$ cat config.mk
export PLATFORM = sky130hd
export DESIGN_NAME = srt2_control_unit
export DESIGN_NICKNAME = d
export VERILOG_FILES = /design/src/rtl/srt2_control_unit.sv
export SDC_FILE = /design/constraint.sdc
export NUM_CORES = 1
export LEC_CHECK = 0
export CAP_MARGIN = 20
export CORE_MARGIN = 2
export CORE_UTILIZATION = 40
export DETAILED_ROUTE_END_ITERATION = 8
export PLACE_DENSITY = 0.76
export SYNTH_ARGS = -nofsm -noshare
export SYNTH_HDL_FRONTEND = slang
export SYNTH_SLANG_ARGS = --single-unit
export TNS_END_PERCENT = 10
$ cat constraint.sdc
create_clock -name clk -period 1.6 [get_ports clk]
set_input_delay 0.32 -clock clk [delete_from_list [all_inputs] [get_ports clk]]
set_output_delay 0.32 -clock clk [all_outputs]
set_load 0.005 [all_outputs]
$ cat src/rtl/srt2_control_unit.sv
// Moore control FSM for the 8-bit SRT radix-2 divider: drives c[13:0], busy and done.
// Optional divide-by-zero abort is enabled by defining SRT2_CU_DIV0_EN (adds err output).
module srt2_control_unit #(
  parameter int ITER = 8
) (
  input  logic        clk,
  input  logic        rst_b,
  input  logic        start,
  input  logic        cnt1,
  input  logic [2:0]  cnt2,
  input  logic        m7,
  input  logic [2:0]  ctrl_bits,
  output logic [13:0] c,
  output logic        busy,
`ifdef SRT2_CU_DIV0_EN
  output logic        err,
`endif
  output logic        done
);

  // ITER=8 truncates to 0, matching the datapath counter wrapping after 8 increments.
  localparam logic [2:0] ITER_CNT = 3'(ITER);

  typedef enum logic [4:0] {
    S_IDLE, S_LOAD1, S_LOAD2, S_NORM, S_NORM_CHK, S_SELECT, S_SHIFT, S_ADDSUB,
    S_COUNT, S_CNT_CHK, S_CORR_CHK, S_CORRECT, S_FINAL, S_DENORM, S_OUT1, S_OUT2,
    S_DONE
  } state_t;

  typedef enum logic [1:0] {DIG_ZERO, DIG_POS, DIG_NEG} digit_t;

  state_t state_q, state_d;
  digit_t digit_q, digit_d;

`ifdef SRT2_CU_DIV0_EN
  logic err_q, err_d;
`else
  logic unused_m7;
  assign unused_m7 = m7;
`endif

  always_ff @(posedge clk) begin
    if (rst_b) begin
      state_q <= S_IDLE;
      digit_q <= DIG_ZERO;
`ifdef SRT2_CU_DIV0_EN
      err_q   <= 1'b0;
`endif
    end else begin
      state_q <= state_d;
      digit_q <= digit_d;
`ifdef SRT2_CU_DIV0_EN
      err_q   <= err_d;
`endif
    end
  end

  always_comb begin
    state_d = state_q;
    digit_d = digit_q;
`ifdef SRT2_CU_DIV0_EN
    err_d   = err_q;
`endif
    case (state_q)
      S_IDLE: begin
        if (start) begin
          state_d = S_LOAD1;
`ifdef SRT2_CU_DIV0_EN
          err_d   = 1'b0;
`endif
        end
      end
      S_LOAD1:    state_d = S_LOAD2;
      S_LOAD2:    state_d = S_NORM;
      S_NORM:     state_d = S_NORM_CHK;
      S_NORM_CHK: begin
        state_d = S_SELECT;
`ifdef SRT2_CU_DIV0_EN
        if (!m7) begin
          state_d = S_DONE;
          err_d   = 1'b1;
        end
`endif
      end
      S_SELECT: begin
        case (ctrl_bits)
          3'b001, 3'b010, 3'b011: digit_d = DIG_POS;
          3'b100, 3'b101, 3'b110: digit_d = DIG_NEG;
          default:                digit_d = DIG_ZERO;
        endcase
        state_d = S_SHIFT;
      end
      S_SHIFT:    state_d = (digit_q == DIG_ZERO) ? S_COUNT : S_ADDSUB;
      S_ADDSUB:   state_d = S_COUNT;
      S_COUNT:    state_d = S_CNT_CHK;
      S_CNT_CHK:  state_d = (cnt2 == ITER_CNT) ? S_CORR_CHK : S_SELECT;
      S_CORR_CHK: state_d = ctrl_bits[2] ? S_CORRECT : S_FINAL;
      S_CORRECT:  state_d = S_FINAL;
      S_FINAL:    state_d = cnt1 ? S_DENORM : S_OUT1;
      S_DENORM:   state_d = S_OUT1;
      S_OUT1:     state_d = S_OUT2;
      S_OUT2:     state_d = S_DONE;
      S_DONE:     state_d = S_IDLE;
      default:    state_d = S_IDLE;
    endcase
  end

  always_comb begin
    c    = '0;
    busy = 1'b1;
    done = 1'b0;
    case (state_q)
      S_IDLE:    busy = 1'b0;
      S_LOAD1:   c[0] = 1'b1;
      S_LOAD2:   c[1] = 1'b1;
      S_NORM:    c[2] = 1'b1;
      S_SHIFT: begin
        c[3] = 1'b1;
        c[4] = (digit_q == DIG_POS);
        c[5] = (digit_q == DIG_NEG);
      end
      S_ADDSUB: begin
        c[6] = 1'b1;
        c[7] = (digit_q == DIG_POS);
      end
      S_COUNT:   c[8]  = 1'b1;
      S_CORRECT: c[9]  = 1'b1;
      S_FINAL:   c[10] = 1'b1;
      S_DENORM:  c[11] = 1'b1;
      S_OUT1:    c[12] = 1'b1;
      S_OUT2:    c[13] = 1'b1;
      S_DONE:    done  = 1'b1;
      default:   ;
    endcase
  end

`ifdef SRT2_CU_DIV0_EN
  assign err = err_q;
`endif

endmodule

==> results of run 1 <==
## logic make-up (layout without fill, tap and decap cells)
logic type	Yosys count	after routing	synth area share [%]
flops	7	7	22.7
buf+inv	11	52	9.33
compound gates	22	22	23.7
simple gates	47	47	42.6
mux	1	1	1.62
## critical path, stage by stage, from the launching register on
cell and delay [ns]:
dfxtp_4 0.36, buf_12 0.15, nor2_4 0.09, and3_1 0.16, clkdlybuf4s50_1 0.49
## cell type report
class                           instances  area, um^2
Clock buffer                            3        22.5
Clock inverter                          1        5.00
Multi-Input combinational cell         70         494
Fill cell                             116         372
Sequential cell                         7         149
Inverter                                4        15.0
Tap cell                               16        20.0
Timing Repair Buffer                   44         394
## final timing paths
path              start  slack [ns]         end  cells past startpoint
max          state_q[3]       -0.23        done                      4
min          digit_q[0]        0.49  digit_q[0]                      2
max reg2reg  state_q[2]        0.12  state_q[1]                      6
min reg2reg  digit_q[0]        0.49  digit_q[0]                      2
## timing repair
item | in CTS | in global routing
buffers inserted | 1 | 1
setup endpoints to repair | 16 | 15
hold buffers | 0 | 0
pin swaps | 0 | 2
gates resized for setup | 53 | 18
## flip-flops by register name, indices dropped and copies added (netlist names)
name and cells:
digit_q 2, state_q 5
## Yosys cell counts
| cell | n |
|---|---|
| a21o_1 | 1 |
| a21oi_1 | 4 |
| a22oi_1 | 1 |
| a31oi_1 | 4 |
| a32oi_1 | 2 |
| and3_1 | 1 |
| buf_2 | 4 |
| buf_4 | 1 |
| buf_6 | 1 |
| clkbuf_1 | 1 |
| dfxtp_1 | 7 |
| inv_1 | 4 |
| mux2i_1 | 1 |
| nand2_1 | 7 |
| nand2_4 | 1 |
| nand2b_1 | 4 |
| nand3b_1 | 1 |
| nor2_1 | 13 |
| nor2b_1 | 1 |
| nor3_1 | 7 |
| nor3b_1 | 1 |
| nor3b_4 | 1 |
| nor4_1 | 5 |
| nor4b_1 | 1 |
| o2111ai_1 | 1 |
| o211ai_1 | 2 |
| o21ai_0 | 4 |
| o21bai_1 | 1 |
| o22ai_1 | 1 |
| o41a_1 | 1 |
| or2_2 | 1 |
| or3_1 | 1 |
| or3b_1 | 1 |
| or3b_2 | 1 |
## stage by stage
step	instance area, um^2	TNS, ns
after floorplan	617	0
after global placement	972	-1.03
after detailed placement	972	-1.46
after CTS	1070	-1.44
after global routing	1100	-1.27
final	1100	-0.744
## routing by layer
metal | GRT usage [%] | routed length [um] | share of wire [%]
met5 | 0 | 0 | 0
met4 | 13.3 | 44 | 2.2
met3 | 3.40 | 111 | 5.6
met2 | 41.5 | 992 | 50
met1 | 26.4 | 846 | 42
## power by group through the flow
stage / combinational, W / sequential [W] / clock, W
floorplan: 0.000108 / 0.000192 / 0
global placement: 0.000209 / 0.000197 / 0
detailed placement: 0.000212 / 0.000197 / 0
CTS: 0.000233 / 0.000196 / 0.000169
global route: 0.000262 / 0.000198 / 0.000176
finish: 0.000240 / 0.000197 / 0.000167
==> results.py, run 1 <==
metrics = {
    "detailed_routing": {
        "wire_per_inst_um": 13.8,
        "ant_nets": 0,
        "wl_um": 2000,
        "vias_per_cell": 5.56,
        "drc": 0,
        "dr.pass1.iters": 4,
        "drt_iter0_drc": 14,
        "num_vias": 806,
    },
    "place": {
        "dp_hpwl_um": 1480,
        "port_buffers": 25,
        "place_ws_ns": -0.258,
        "dp_cells": 139,
        "gp_congestion": 0.872,
    },
    "sta": {
        "hold_ws_ns": 0.494,
        "drv_slew": 0,
        "finalHoldViolCount": 0,
        "fmaxAchievable_mhz": 546,
        "slew_headroom_pct": 78.4,
        "finalWorstSetupSlack_ns": -0.233,
        "setup_viol": 7,
        "rsz0062_at_grt": "true",
        "clock_skew_ns": 0.00856,
        "min_period_ns": 1.83,
        "fin_crit_sh_pct": 115,
        "worst_pin_slew_ns": 0.319,
    },
    "critical_path": {
        "path_class": "reg -> out",
        "crit_required_ns": 1.28,
        "arrival_ns": 1.51,
        "crit_fanout": 10,
        "critPathLaunchType": "flop",
        "endpoint_kind": "output port",
    },
    "clock_tree": {
        "htreeDepth": 1,
        "clockBufferDepth": 2,
        "cts_tree": "yes",
        "worstSkewPairLatency_ns": 0.26,
        "numCtsBuffers": 3,
        "cts.sink_count": 7,
        "root_buffer": "clkbuf_4",
        "clkTransAtPathRegs_ns": 0.06,
    },
    "floorplan": {
        "dieArea_um2": 1870,
        "coreArea_um2": 1470,
        "io_pins": 27,
        "die_width_um": 43.3,
        "die_h_um": 43.3,
        "fp-row-count": 14,
        "start_util_pct": 41.9,
    },
    "power": {
        "combPwrFrac_pct": 39.8,
        "peakVddDrop_uv": 381,
        "clock_power_share_pct": 27.6,
        "p_leak_nw": 0.489,
        "switchingPower_w": 0.000200,
        "p_int_w": 0.000404,
        "p_sw_share_pct": 33.0,
        "powerDensity_nw_per_um2": 549,
        "pwr-share-seq_pct": 32.6,
        "fin_total_pwr_w": 0.000604,
    },
    "finish": {
        "layout-drive-gt1-share_pct": 43.4,
        "final_common_cell": "buf_4",
        "antenna_cells": 0,
        "fin_util_pct": 74.7,
        "synthToLayoutAreaGrowth_pct": 78.3,
        "final_nets": 141,
        "layout_common_cells": "buf_4 (14), clkdlybuf4s50_1 (11), nor2_1 (9)",
        "fin_cells": 145,
    },
    "run": {
        "maxCapViolCount": 0,
    },
    "synth": {
        "ys_types": 34,
        "yosys.area.top_type": "dfxtp_1",
        "syn_nets": 99,
        "yosys-top-cells-area": "dfxtp_1 (23%), nor2_1 (7.9%), nor3_1 (5.7%)",
        "synth_cells": 88,
        "postSynthAreaPerCell_um2": 7.01,
        "ys_seq_elements": 7,
        "synth_area_um2": 617,
        "ys_seq_area_share_pct": 22.7,
        "synth_top_area_share_pct": 22.7,
        "yosysWarnings": 0,
    },
    "global_route": {
        "grt_overflow": 0,
        "grt_pass1_wl_um": 3280,
        "grt_usage_pct": 23.5,
        "grt_max_degree": 13,
        "grt_antenna_before_repair": 0,
        "grt_pass1_vias": 795,
    },
    "min_path": {
        "hp-class": "reg -> reg",
    },
    "outcome": {
        "status": "finished, violations left",
        "violations": "negative setup slack",
    },
}
Power figures use the tool's default switching activity.
==> inputs of run 2 (changes only) <==
--- a/config.mk
+++ b/config.mk
@@ -10,6 +10,7 @@
 export CORE_UTILIZATION = 40
 export DETAILED_ROUTE_END_ITERATION = 8
 export PLACE_DENSITY = 0.76
+export SLEW_MARGIN = 20
 export SYNTH_ARGS = -nofsm -noshare
 export SYNTH_HDL_FRONTEND = slang
 export SYNTH_SLANG_ARGS = --single-unit
==> results of run 2 <==
No change in the layout: final DEF, timing and power equal those of run 1.
